`src/rtl/quad_comm_pkg.sv`:
```
// Shared types and constants for the QuadCopter serial command link.
package quad_comm_pkg;

    // Packet receive FSM states: waiting for cmd, data-high, data-low byte
    typedef enum logic [1:0] {
        IDLE,
        WAIT_HI,
        WAIT_LO
    } rx_state_t;

    // 50 MHz / 19200 baud, and ~40 ms inter-byte timeout
    localparam int BAUD_DIV_DEF = 2604;
    localparam int BYTE_TMO_DEF = 2_000_000;

    // Host command codes
    localparam logic [7:0] SET_PTCH  = 8'h02;
    localparam logic [7:0] SET_ROLL  = 8'h03;
    localparam logic [7:0] SET_YAW   = 8'h04;
    localparam logic [7:0] SET_THRST = 8'h05;
    localparam logic [7:0] CALIBRATE = 8'h06;
    localparam logic [7:0] EMER_LND  = 8'h07;
    localparam logic [7:0] SET_MOFF  = 8'h08;

    // Positive acknowledge response
    localparam logic [7:0] POS_ACK   = 8'hA5;

endpackage

```
`src/rtl/uart_cmd_wrapper_if.sv`:
```
// Command/response handshake between the serial command receiver and
// the downstream command-config logic.
interface uart_cmd_wrapper_if;
    logic [7:0]  cmd;
    logic [15:0] data;
    logic        cmd_rdy;
    logic        clr_cmd_rdy;
    logic [7:0]  resp;
    logic        send_resp;
    logic        resp_sent;

    // Consumer side (command-config FSM)
    modport master (
        input  cmd, data, cmd_rdy, resp_sent,
        output clr_cmd_rdy, resp, send_resp
    );

    // Producer side (uart_cmd_wrapper)
    modport slave (
        output cmd, data, cmd_rdy, resp_sent,
        input  clr_cmd_rdy, resp, send_resp
    );
endinterface

```
`src/rtl/uart_xcvr.sv`:
```
// Bit-level 8N1 UART: mid-bit sampling receiver and LSB-first transmitter.
// RX and TX run independently (full duplex).
module uart_xcvr #(
    parameter int BAUD_DIV = 2604
) (
    input  logic       clk,
    input  logic       rst_n,
    input  logic       RX,
    output logic       TX,
    output logic [7:0] rx_data,
    output logic       rx_rdy,
    input  logic       clr_rx_rdy,
    input  logic [7:0] tx_data,
    input  logic       trmt,
    output logic       tx_done
);

    localparam int CW = $clog2(BAUD_DIV + BAUD_DIV / 2 + 1);
    localparam logic [CW-1:0] FULL_BIT = CW'(BAUD_DIV - 1);
    localparam logic [CW-1:0] HALF_BIT = CW'(BAUD_DIV + BAUD_DIV / 2 - 1);

    logic          rx_meta_q, rx_sync_q;
    logic          rx_busy_q;
    logic [CW-1:0] rx_cnt_q;
    logic [3:0]    rx_bit_q;
    logic [7:0]    rx_shift_q;
    logic [7:0]    rx_data_q;
    logic          rx_rdy_q;

    logic          tx_busy_q;
    logic [CW-1:0] tx_cnt_q;
    logic [3:0]    tx_bit_q;
    logic [9:0]    tx_shift_q;
    logic          tx_done_q;

    // Receiver: synchronise RX, find start edge, sample 8 data bits and stop mid-bit
    always_ff @(posedge clk or negedge rst_n) begin
        if (!rst_n) begin
            rx_meta_q  <= 1'b1;
            rx_sync_q  <= 1'b1;
            rx_busy_q  <= 1'b0;
            rx_cnt_q   <= '0;
            rx_bit_q   <= '0;
            rx_shift_q <= '0;
            rx_data_q  <= '0;
            rx_rdy_q   <= 1'b0;
        end else begin
            rx_meta_q <= RX;
            rx_sync_q <= rx_meta_q;
            if (clr_rx_rdy) rx_rdy_q <= 1'b0;
            if (!rx_busy_q) begin
                if (!rx_sync_q) begin
                    // first sample lands in the middle of data bit 0
                    rx_busy_q <= 1'b1;
                    rx_cnt_q  <= HALF_BIT;
                    rx_bit_q  <= '0;
                end
            end else if (rx_cnt_q != '0) begin
                rx_cnt_q <= rx_cnt_q - CW'(1);
            end else begin
                rx_cnt_q <= FULL_BIT;
                if (rx_bit_q == 4'd8) begin
                    // stop-bit sample; a low stop bit drops the byte silently
                    rx_busy_q <= 1'b0;
                    if (rx_sync_q) begin
                        rx_data_q <= rx_shift_q;
                        rx_rdy_q  <= 1'b1;
                    end
                end else begin
                    rx_shift_q <= {rx_sync_q, rx_shift_q[7:1]};
                    rx_bit_q   <= rx_bit_q + 4'd1;
                end
            end
        end
    end

    // Transmitter: shift out {stop, data, start} LSB first, one bit per BAUD_DIV
    always_ff @(posedge clk or negedge rst_n) begin
        if (!rst_n) begin
            tx_busy_q  <= 1'b0;
            tx_cnt_q   <= '0;
            tx_bit_q   <= '0;
            tx_shift_q <= '1;
            tx_done_q  <= 1'b0;
        end else if (!tx_busy_q) begin
            if (trmt) begin
                tx_shift_q <= {1'b1, tx_data, 1'b0};
                tx_busy_q  <= 1'b1;
                tx_cnt_q   <= FULL_BIT;
                tx_bit_q   <= '0;
                tx_done_q  <= 1'b0;
            end
        end else if (tx_cnt_q != '0) begin
            tx_cnt_q <= tx_cnt_q - CW'(1);
        end else begin
            // ones shift in behind, so the line rests high after the stop bit
            tx_cnt_q   <= FULL_BIT;
            tx_shift_q <= {1'b1, tx_shift_q[9:1]};
            if (tx_bit_q == 4'd9) begin
                tx_busy_q <= 1'b0;
                tx_done_q <= 1'b1;
            end else begin
                tx_bit_q <= tx_bit_q + 4'd1;
            end
        end
    end

    assign TX      = tx_shift_q[0];
    assign rx_data = rx_data_q;
    assign rx_rdy  = rx_rdy_q;
    assign tx_done = tx_done_q;

endmodule

```
`src/rtl/uart_cmd_wrapper.sv`:
```
// Packet layer on top of uart_xcvr: assembles cmd/data-high/data-low bytes
// into a command, drops stale partial packets, and forwards responses.
module uart_cmd_wrapper
    import quad_comm_pkg::*;
#(
    parameter int BAUD_DIV = BAUD_DIV_DEF,
    parameter int BYTE_TMO = BYTE_TMO_DEF
) (
    input  logic                clk,
    input  logic                rst_n,
    input  logic                RX,
    output logic                TX,
    uart_cmd_wrapper_if.slave   cif
);

    localparam int TW = $clog2(BYTE_TMO + 1);
    localparam logic [TW-1:0] TMO_LAST = TW'(BYTE_TMO - 1);

    logic [7:0]  rx_byte;
    logic        rx_rdy;

    rx_state_t   state_q, state_d;
    logic [7:0]  shadow_q, shadow_d;
    logic [7:0]  hi_q, hi_d;
    logic [7:0]  cmd_q, cmd_d;
    logic [15:0] data_q, data_d;
    logic        cmd_rdy_q, cmd_rdy_d;
    logic [TW-1:0] tmo_q, tmo_d;

    // rx_rdy is acknowledged immediately, making it a one-cycle pulse
    uart_xcvr #(.BAUD_DIV(BAUD_DIV)) u_xcvr (
        .clk        (clk),
        .rst_n      (rst_n),
        .RX         (RX),
        .TX         (TX),
        .rx_data    (rx_byte),
        .rx_rdy     (rx_rdy),
        .clr_rx_rdy (rx_rdy),
        .tx_data    (cif.resp),
        .trmt       (cif.send_resp),
        .tx_done    (cif.resp_sent)
    );

    // Packet FSM, timeout counter and output registers
    always_ff @(posedge clk or negedge rst_n) begin
        if (!rst_n) begin
            state_q   <= IDLE;
            shadow_q  <= '0;
            hi_q      <= '0;
            cmd_q     <= '0;
            data_q    <= '0;
            cmd_rdy_q <= 1'b0;
            tmo_q     <= '0;
        end else begin
            state_q   <= state_d;
            shadow_q  <= shadow_d;
            hi_q      <= hi_d;
            cmd_q     <= cmd_d;
            data_q    <= data_d;
            cmd_rdy_q <= cmd_rdy_d;
            tmo_q     <= tmo_d;
        end
    end

    // Next-state: byte sequencing, stale-packet timeout, cmd_rdy set/clear
    always_comb begin
        state_d   = state_q;
        shadow_d  = shadow_q;
        hi_d      = hi_q;
        cmd_d     = cmd_q;
        data_d    = data_q;
        cmd_rdy_d = cmd_rdy_q;
        tmo_d     = tmo_q + TW'(1);

        if (cif.clr_cmd_rdy) cmd_rdy_d = 1'b0;
        if (rx_rdy || state_q == IDLE) tmo_d = '0;

        case (state_q)
            IDLE: begin
                if (rx_rdy) begin
                    // a new packet supersedes the one still being held
                    shadow_d  = rx_byte;
                    cmd_rdy_d = 1'b0;
                    state_d   = WAIT_HI;
                end
            end
            WAIT_HI: begin
                if (rx_rdy) begin
                    hi_d    = rx_byte;
                    state_d = WAIT_LO;
                end else if (tmo_q == TMO_LAST) begin
                    state_d = IDLE;
                end
            end
            WAIT_LO: begin
                if (rx_rdy) begin
                    // set overrides a simultaneous clr_cmd_rdy
                    cmd_d     = shadow_q;
                    data_d    = {hi_q, rx_byte};
                    cmd_rdy_d = 1'b1;
                    state_d   = IDLE;
                end else if (tmo_q == TMO_LAST) begin
                    state_d = IDLE;
                end
            end
            default: state_d = IDLE;
        endcase
    end

    assign cif.cmd     = cmd_q;
    assign cif.data    = data_q;
    assign cif.cmd_rdy = cmd_rdy_q;

endmodule

```
`src/flat_wrapper.sv`:
```
// flat-port wrapper written by rule: the top's interface ports become plain ports
module uart_cmd_wrapper_flat import quad_comm_pkg::*;
#(
    parameter int BAUD_DIV = BAUD_DIV_DEF,
    parameter int BYTE_TMO = BYTE_TMO_DEF
)
  (clk, rst_n, RX, TX, cif_cmd, cif_data, cif_cmd_rdy, cif_resp_sent, cif_clr_cmd_rdy, cif_resp, cif_send_resp);
  uart_cmd_wrapper_if cif_i ();
  input  logic clk;
  input  logic rst_n;
  input  logic RX;
  output logic TX;
  output wire logic [$bits(cif_i.cmd)-1:0] cif_cmd;
  output wire logic [$bits(cif_i.data)-1:0] cif_data;
  output wire logic [$bits(cif_i.cmd_rdy)-1:0] cif_cmd_rdy;
  output wire logic [$bits(cif_i.resp_sent)-1:0] cif_resp_sent;
  input wire logic [$bits(cif_i.clr_cmd_rdy)-1:0] cif_clr_cmd_rdy;
  input wire logic [$bits(cif_i.resp)-1:0] cif_resp;
  input wire logic [$bits(cif_i.send_resp)-1:0] cif_send_resp;
  assign cif_cmd = cif_i.cmd;
  assign cif_data = cif_i.data;
  assign cif_cmd_rdy = cif_i.cmd_rdy;
  assign cif_resp_sent = cif_i.resp_sent;
  assign cif_i.clr_cmd_rdy = cif_clr_cmd_rdy;
  assign cif_i.resp = cif_resp;
  assign cif_i.send_resp = cif_send_resp;
  uart_cmd_wrapper #(.BAUD_DIV(BAUD_DIV), .BYTE_TMO(BYTE_TMO)) u_core (.clk(clk), .rst_n(rst_n), .RX(RX), .TX(TX), .cif(cif_i));
endmodule
```
`config.mk`:
```
export PLATFORM = sky130hd
export DESIGN_NAME = uart_cmd_wrapper_flat
export DESIGN_NICKNAME = d
export VERILOG_FILES = /design/src/rtl/quad_comm_pkg.sv /design/src/rtl/uart_cmd_wrapper_if.sv /design/src/rtl/uart_xcvr.sv /design/src/rtl/uart_cmd_wrapper.sv /design/src/flat_wrapper.sv
export SDC_FILE = /design/constraint.sdc
export NUM_CORES = 1
export LEC_CHECK = 0
export BUFFER_PORTS_ARGS = -buffer_cell sky130_fd_sc_hd__buf_4
export CORE_MARGIN = 2
export CORE_UTILIZATION = 35
export DETAILED_ROUTE_END_ITERATION = 10
export GPL_ROUTABILITY_DRIVEN = 1
export GPL_TIMING_DRIVEN = 0
export PLACE_DENSITY = 0.5
export SETUP_SLACK_MARGIN = 0.1
export SLEW_MARGIN = 20
export SYNTH_ARGS = -nofsm -noshare
export SYNTH_HDL_FRONTEND = slang
export SYNTH_SLANG_ARGS = --single-unit
export TNS_END_PERCENT = 30
```
`constraint.sdc`:
```
create_clock -name clk -period 3.3 [get_ports clk]
set_clock_uncertainty 0.1 [all_clocks]
set_input_delay 0.33 -clock clk [delete_from_list [all_inputs] [get_ports clk]]
set_output_delay 0.33 -clock clk [all_outputs]
set_load 0.005 [all_outputs]
```
==> results of run 1 <==
-- worst reg2reg max path: cells and delay by family, from the launching register on --
family                     cells  cell delay, ns
DFF                            1            0.40
adders and majority gates      1            0.17
and+or+nand+nor                3            1.08
muxes                          1            0.39
buffers and inverters          1            0.14
-- power groups by stage --
stage | Combinational [mW] | Clock (mW) | Sequential, mW
2_1_floorplan | 0.0966 | 0 | 1.68
3_3_place_gp | 0.156 | 0 | 1.69
3_5_place_dp | 0.165 | 0 | 1.70
4_1_cts | 0.167 | 2.06 | 1.67
5_1_grt | 0.189 | 2.15 | 1.68
6_report | 0.162 | 2.02 | 1.67
-- layer usage --
metal / GRT usage (%) / wire length, um / up-vias
met2: 22.7 / 5670 / 58
met3: 4.56 / 351 / 14
met4: 5.68 / 155 / 0
li1: - / - / 1956
met5: 0 / 0 / -
met1: 19.9 / 5900 / 2009
-- area by class of cell --
| type | instances | area (um2) |
|---|---|---|
| fill | 1546 | 9340 |
| multi-input combinational | 348 | 2510 |
| buffer | 13 | 50.0 |
| clock buffer | 19 | 443 |
| tap | 220 | 275 |
| sequential | 127 | 3190 |
| inverter | 18 | 67.6 |
| clock inverter | 10 | 189 |
| timing repair buffer | 42 | 348 |
-- worst paths after layout --
path / from / to / slack, ns / cells past startpoint
setup / recovery: u_core.u_xcvr.rx_cnt_q[0] / u_core.u_xcvr.rx_data[2] / 0.92 / 6
hold / removal: cif_resp[7] / u_core.u_xcvr.tx_shift_q[8] / 0.07 / 3
setup reg to reg: u_core.u_xcvr.rx_cnt_q[0] / u_core.u_xcvr.rx_data[2] / 0.92 / 6
hold reg to reg: u_core.u_xcvr.rx_meta_q / u_core.u_xcvr.rx_sync_q / 0.26 / 0
max in group asynchronous: rst_n / u_core.cif.data[3] / 2.09 / 3
min in group asynchronous: rst_n / u_core.u_xcvr.tx_bit_q[0] / 0.29 / 2
-- flip-flops by register name, indices dropped and copies added, names as in the netlist --
signal and count:
u_core.cif.cmd 8, u_core.cif.cmd_rdy 1, u_core.cif.data 16, u_core.hi_q 8
u_core.shadow_q 8, u_core.state_q 2, u_core.tmo_q 21, u_core.u_xcvr.rx_bit_q 4
u_core.u_xcvr.rx_busy_q 1, u_core.u_xcvr.rx_cnt_q 12, u_core.u_xcvr.rx_data 8, u_core.u_xcvr.rx_meta_q 1
u_core.u_xcvr.rx_rdy 1, u_core.u_xcvr.rx_shift_q 8, u_core.u_xcvr.rx_sync_q 1, u_core.u_xcvr.tx_bit_q 4
u_core.u_xcvr.tx_busy_q 1, u_core.u_xcvr.tx_cnt_q 12, u_core.u_xcvr.tx_done 1, u_core.u_xcvr.tx_shift_q 9
-- cell usage after synthesis, drive strengths merged, types with 14 or more instances --
cell type,instances,area share (%)
a21oi,18,1.5
dfrtp,116,50
inv,17,1.1
mux2,58,11
nand2,31,2.0
nand3,15,1.5
nor2,41,2.6
nor3,14,1.7
o21ai,23,2.0
-- logic make-up (layout without fill, tap and decap cells) --
logic type	count (synthesis)	count (layout)	share of synthesized area [%]
and+or+nand+nor	175	175	17.4
DFF	127	127	54.9
AOI/OAI and AO/OA	80	80	8.54
muxes	64	64	12.3
buffers and inverters	31	102	2.02
xor gates and xnor gates	20	20	3.01
adders and majority gates	9	9	1.94
-- layout by cell type, fill, tap and decap left out, types with 6 or more instances in the layout --
| master | synthesis | routed |
|---|---|---|
| dfrtp_1 | 116 | 116 |
| mux2_2 | 57 | 57 |
| nor2_1 | 41 | 41 |
| buf_4 | 0 | 38 |
| nand2_1 | 31 | 31 |
| o21ai_0 | 23 | 23 |
| a21oi_1 | 18 | 18 |
| inv_1 | 17 | 17 |
| clkbuf_16 | 0 | 17 |
| nand3_1 | 14 | 14 |
| clkbuf_1 | 12 | 13 |
| nand4_1 | 12 | 12 |
| xnor2_1 | 12 | 12 |
| a31oi_1 | 12 | 12 |
| nor3_1 | 11 | 11 |
| dfstp_2 | 11 | 11 |
| o22ai_1 | 10 | 10 |
| ha_1 | 9 | 9 |
| xor2_1 | 8 | 8 |
| nor4_1 | 8 | 8 |
| nand2b_1 | 7 | 7 |
| mux2i_1 | 6 | 6 |
| nor2b_1 | 6 | 6 |
-- metrics by stage --
step           setup WS [ns]  total power [mW]
2_1_floorplan           1.23              1.78
6_report               0.921              3.85
4_1_cts                0.871              3.90
3_3_place_gp           0.901              1.85
3_5_place_dp           0.882              1.86
5_1_grt                0.714              4.01
-- repair_timing --
item                      in CTS  in global routing
hold endpoints to repair      37                  0
hold buffers                   2                  0
gates resized for setup        0                  0
==> results.toml, run 1 <==
[outcome]
status = "finished clean"

[synth]
ys.flop_type = "dfrtp_1"
synth-edff-count = 0
syn_area_um2 = 5820
ys_ff_latch = 127
async_reset_ff_share_pct = 100
synth.distinct_cells = 57
post_synth.cell_area_avg_um2 = 11.5
seq_area_frac_synth_pct = 54.9
synth_nets = 528
synthCells = 506
synth_warnings = 0

[job]
drv_cap = 0

[clock_network]
cts_made_buffers = 17
path_clk_slew_ns = 0.06
cts_sinks = 127
post-cts-setup-buffer-count = 0
clock-root-buffer = "clkbuf_16"
htree_levels = 4
cts_max_path_buffers = 2
tritoncts = "built"
clk-insertion-delay-late_ns = 0.42

[setup_path]
end_kind = "flop"
required_ns = 3.51
crit_buf_inv = 1
slowest_delay_ns = 0.48
cp_top_family = "simple AND/OR/NAND/NOR gates"
start_kind = "flop"
cpMaxStageDelayCell = "nor3_4"
worst-path-max-fanout = 9
path_class = "reg -> reg"
cp.arrival_ns = 2.58
path_cells = "inv_1, ha_1, nor4b_4, nand3_4, nor3_4, mux2_2"

[place]
detailed_place_hpwl_mm = 8.08
place_area_um2 = 6420
routabilityCongestion = 0.779
place.port_buffers = 39
place_inst = 766

[pwr]
sw_frac_of_total_pct = 21.4
p_per_area_nw_per_um2 = 544
p_int_mw = 3.03
leakagePower_nw = 3.16
seqPwrFrac_pct = 43.4
pwr-share-clk_pct = 52.4
irDropWorstVdd_v = 0.000367
switchingPower_uw = 823
combinationalPowerShare_pct = 4.2

[timing]
worstMarginPinSlew_ns = 1.01
tns_ns = 0
relSlewSlack_pct = 32.1
hold_ws_ns = 0.0651
final_max_slew_viol_count = 0
hold_viol = 0
max_freq_mhz = 420
finalCritPeriodShare_pct = 72.1
setup_violations = 0
rsz0062_at_grt = "false"
finalCriticalPeriod_ns = 2.38

[global_route]
grt_overflow = 0
grt_pass1_vias = 4155
antenna_found_initial = 0
grt.total_usage_pct = 14.8
grt_pass1_wl_mm = 20.8
grt_max_degree = 92

[drt]
first_iter_violations = 273
dr.pass1.iters = 4
routed_wirelength_mm = 12.1
vias_per_cell = 5.07
drc_errors = 0
drtAntennaViolNets = 0
routedWlPerCell_um = 15.1
num_vias = 4037

[floorplanning]
rows = 47
die_w_um = 133
fp.dieH_um = 133
start_util_pct = 35.5
die_area_um2 = 17700
coreArea_um2 = 16400
pin_count = 40

[cells_and_area]
drive_above_1_share_pct = 26.3
synthToLayoutAreaGrowth_pct = 21.6
fin_cells = 797
utilization_pct = 43.1
final_nets = 589
num_antenna_cells = 0
fin_area_um2 = 7070

[hold_path]
hp-class = "in -> reg"
(Power assumes the default switching activity.)
==> run 2: changes to the inputs <==
--- a/config.mk
+++ b/config.mk
@@ -5,6 +5,7 @@
 export SDC_FILE = /design/constraint.sdc
 export NUM_CORES = 1
 export LEC_CHECK = 0
+export ABC_AREA = 1
 export BUFFER_PORTS_ARGS = -buffer_cell sky130_fd_sc_hd__buf_4
 export CORE_MARGIN = 2
 export CORE_UTILIZATION = 35
==> constraint.sdc (replaced) <==
create_clock -name clk -period 2.2 [get_ports clk]
set_clock_uncertainty 0.1 [all_clocks]
set_input_delay 0.22 -clock clk [delete_from_list [all_inputs] [get_ports clk]]
set_output_delay 0.22 -clock clk [all_outputs]
set_load 0.005 [all_outputs]
==> run 2 against run 1 <==
  * Combinational power up 89%
  * Clock power up 33%
  * Flip-flop and latch count unchanged
  * Power up 42%
  * Non-clock buffer count up 8
  * Sequential power up 49%
  * Fmax up 32%
  * Via count up 16%
  * Clock-buffer cell count up 1
  * Cell count up 25%
  * Cell area up 1.8%
  * Critical endpoint is now u_core.u_xcvr.rx_data[3]
  * Critical path type unchanged
==> results.toml, run 2 <==
[synth]
syn_area_um2 = 5940
synth.distinct_cells = 36
async_reset_ff_share_pct = 100
synth_nets = 717
synth_area_leaders = "dfrtp_1 (49%), nand2_1 (13%), nor2_1 (4.9%)"
post_synth.cell_area_avg_um2 = 8.54
synthCells = 695
seq_area_frac_synth_pct = 53.8
ys.flop_type = "dfrtp_1"
synth_top_area_share_pct = 48.9
synth_warnings = 0
ys_ff_latch = 127
synth_common_cells = "nand2_1 (208), dfrtp_1 (116), nor2_1 (78)"
yosys.area.top_type = "dfrtp_1"
synth-edff-count = 0
yosysMostFrequentCell = "nand2_1"

[hold_path]
hp-class = "in -> reg"

[global_route]
grt.total_usage_pct = 15.3
grt_overflow = 0
antenna_found_initial = 0
grt_pass1_wl_mm = 22.3
grt_pass1_vias = 4638
grt_max_degree = 76

[pwr]
seqPwrFrac_pct = 45.3
switchingPower_mw = 1.30
sw_frac_of_total_pct = 23.7
leakagePower_nw = 3.33
p_int_mw = 4.18
irDropWorstVdd_v = 0.000580
combinationalPowerShare_pct = 5.6
p_per_area_nw_per_um2 = 761
pwr-share-clk_pct = 49.1

[timing]
hold_viol = 0
max_freq_mhz = 556
finalCritPeriodShare_pct = 81.8
finalCriticalPeriod_ns = 1.80
setup_violations = 0
final_max_slew_viol_count = 0
relSlewSlack_pct = 63.8
tns_ns = 0
worstMarginPinSlew_ns = 0.543
rsz0062_at_grt = "false"

[cells_and_area]
num_antenna_cells = 0
fill_cells = 1646
fin_cells = 994
drive_above_1_share_pct = 16.5
top_register = "u_core.tmo_q"
final_cell_mix = "nand2_1 (208), dfrtp_1 (116), nor2_1 (78)"
largest_register_ffs = 21
layout_commonest_cell = "nand2_1"
synthToLayoutAreaGrowth_pct = 21.2
final_nets = 784

[clock_network]
htree_levels = 4
clock-root-buffer = "clkbuf_16"
path_clk_slew_ns = 0.06
cts_max_path_buffers = 2
clk-insertion-delay-late_ns = 0.42
tritoncts = "built"
post-cts-setup-buffer-count = 0
cts_sinks = 127
cts_made_buffers = 17

[floorplanning]
start_util_pct = 35.8
coreArea_um2 = 16600
die_area_um2 = 18000
die_w_um = 134
rows = 47
fp.dieH_um = 134
pin_count = 40

[place]
place_inst = 955
detailed_place_hpwl_mm = 8.99
routabilityCongestion = 0.848
place.port_buffers = 39

[setup_path]
end_kind = "flop"
cp.arrival_ns = 2.00
required_ns = 2.40
worst-path-max-fanout = 8
path_class = "reg -> reg"
start_kind = "flop"
slowest_delay_ns = 0.43
path_cells = "inv_1, ha_1, nand2_1, nor2_4, nand2_2, nand3b_1, nand2_1, nand2_1"
cpMaxStageDelayCell = "dfrtp_1"
crit_path_frequent_cell = "nand2_1"

[job]
drv_cap = 0

[drt]
routedWlPerCell_um = 12.8
vias_per_cell = 4.73
first_iter_violations = 194
drtAntennaViolNets = 0
drc_errors = 0
dr.pass1.iters = 4
num_vias = 4698
routed_wirelength_mm = 12.7

[outcome]
status = "finished clean"
[run 2: changes by cell type after synthesis, sizes merged, moves of 10 or more]
cell,previous run,this run
nand3,15,37
inv,17,68
nand2,31,214
a31oi,12,1
o21ai,23,54
mux2,58,16
nor2,41,87
a21oi,18,8
[run 2: metrics by stage]
stage | area [um2] | hold slack [ns] | power [mW] | setup slack [ns] | util (%)
CTS | 7200 | 0.00149 | 5.56 | 0.346 | 43.4
floorplan | 5940 | -0.176 | 2.70 | 0.644 | -
global placement | 6510 | 0.229 | 2.80 | 0.351 | 39.2
global route | 7200 | 0.00895 | 5.72 | 0.141 | 43.4
detailed placement | 6540 | 0.0762 | 2.82 | 0.354 | 39.4
finish | 7200 | 0.0119 | 5.47 | 0.400 | 43.4
[run 2: repair_timing]
item	4_1_cts	5_1_grt
gates resized for setup	0	0
hold buffers	8	0
endpoints found under the hold margin	58	0
[run 2: area by class of cell]
type,instances,area (um2),share of cell area (%)
Clock buffer,20,467,6.49
Sequential cell,127,3190,44.4
Timing Repair Buffer,48,408,5.67
Inverter,68,255,3.55
Clock inverter,11,108,1.50
Multi-Input combinational cell,485,2410,33.6
Buffer,15,76.3,1.06
Tap cell,220,275,3.83
[run 2: logic make-up (layout without fill, tap and decap cells)]
logic type | after synthesis | after routing | synth area share (%)
simple gates | 369 | 369 | 26.4
xor+xnor | 14 | 14 | 2.06
buf+inv | 83 | 162 | 5.58
mux | 22 | 22 | 4.05
compound gates | 71 | 71 | 6.26
fa+ha+maj | 9 | 9 | 1.90
flops | 127 | 127 | 53.8
[run 2: routing by layer]
metal | track usage, % | routed length, um | vias to the layer above
li1 | - | - | 2370
met1 | 20.6 | 6280 | 2247
met2 | 24.5 | 5900 | 73
met3 | 3.78 | 403 | 8
met4 | 4.85 | 146 | 0
met5 | 0 | 0 | -
[run 2: worst max-delay path: cells and delay by family, from the launching register on]
family / cells / cell delay (ns)
buffers and inverters: 1 / 0.08
DFF: 1 / 0.43
and+or+nand+nor: 6 / 0.93
adders and majority gates: 1 / 0.13
[run 2: worst paths after layout]
path	startpoint	end	slack, ns	cells after the start
worst max-delay path	u_core.u_xcvr.rx_bit_q[0]	u_core.u_xcvr.rx_data[3]	0.40	8
worst min-delay path	cif_resp[2]	u_core.u_xcvr.tx_shift_q[3]	0.01	3
worst max register to register	u_core.u_xcvr.rx_bit_q[0]	u_core.u_xcvr.rx_data[3]	0.40	8
worst min register to register	u_core.u_xcvr.rx_meta_q	u_core.u_xcvr.rx_sync_q	0.26	0
max in group asynchronous	rst_n	u_core.u_xcvr.rx_meta_q	1.05	3
min in group asynchronous	rst_n	u_core.tmo_q[19]	0.20	2
[run 2: power groups by stage]
stage / registers [mW] / logic, mW / clock network [mW]
6_report: 2.48 / 0.306 / 2.69
5_1_grt: 2.49 / 0.363 / 2.87
4_1_cts: 2.48 / 0.314 / 2.77
3_5_place_dp: 2.52 / 0.302 / 0
3_3_place_gp: 2.52 / 0.286 / 0
2_1_floorplan: 2.50 / 0.194 / 0
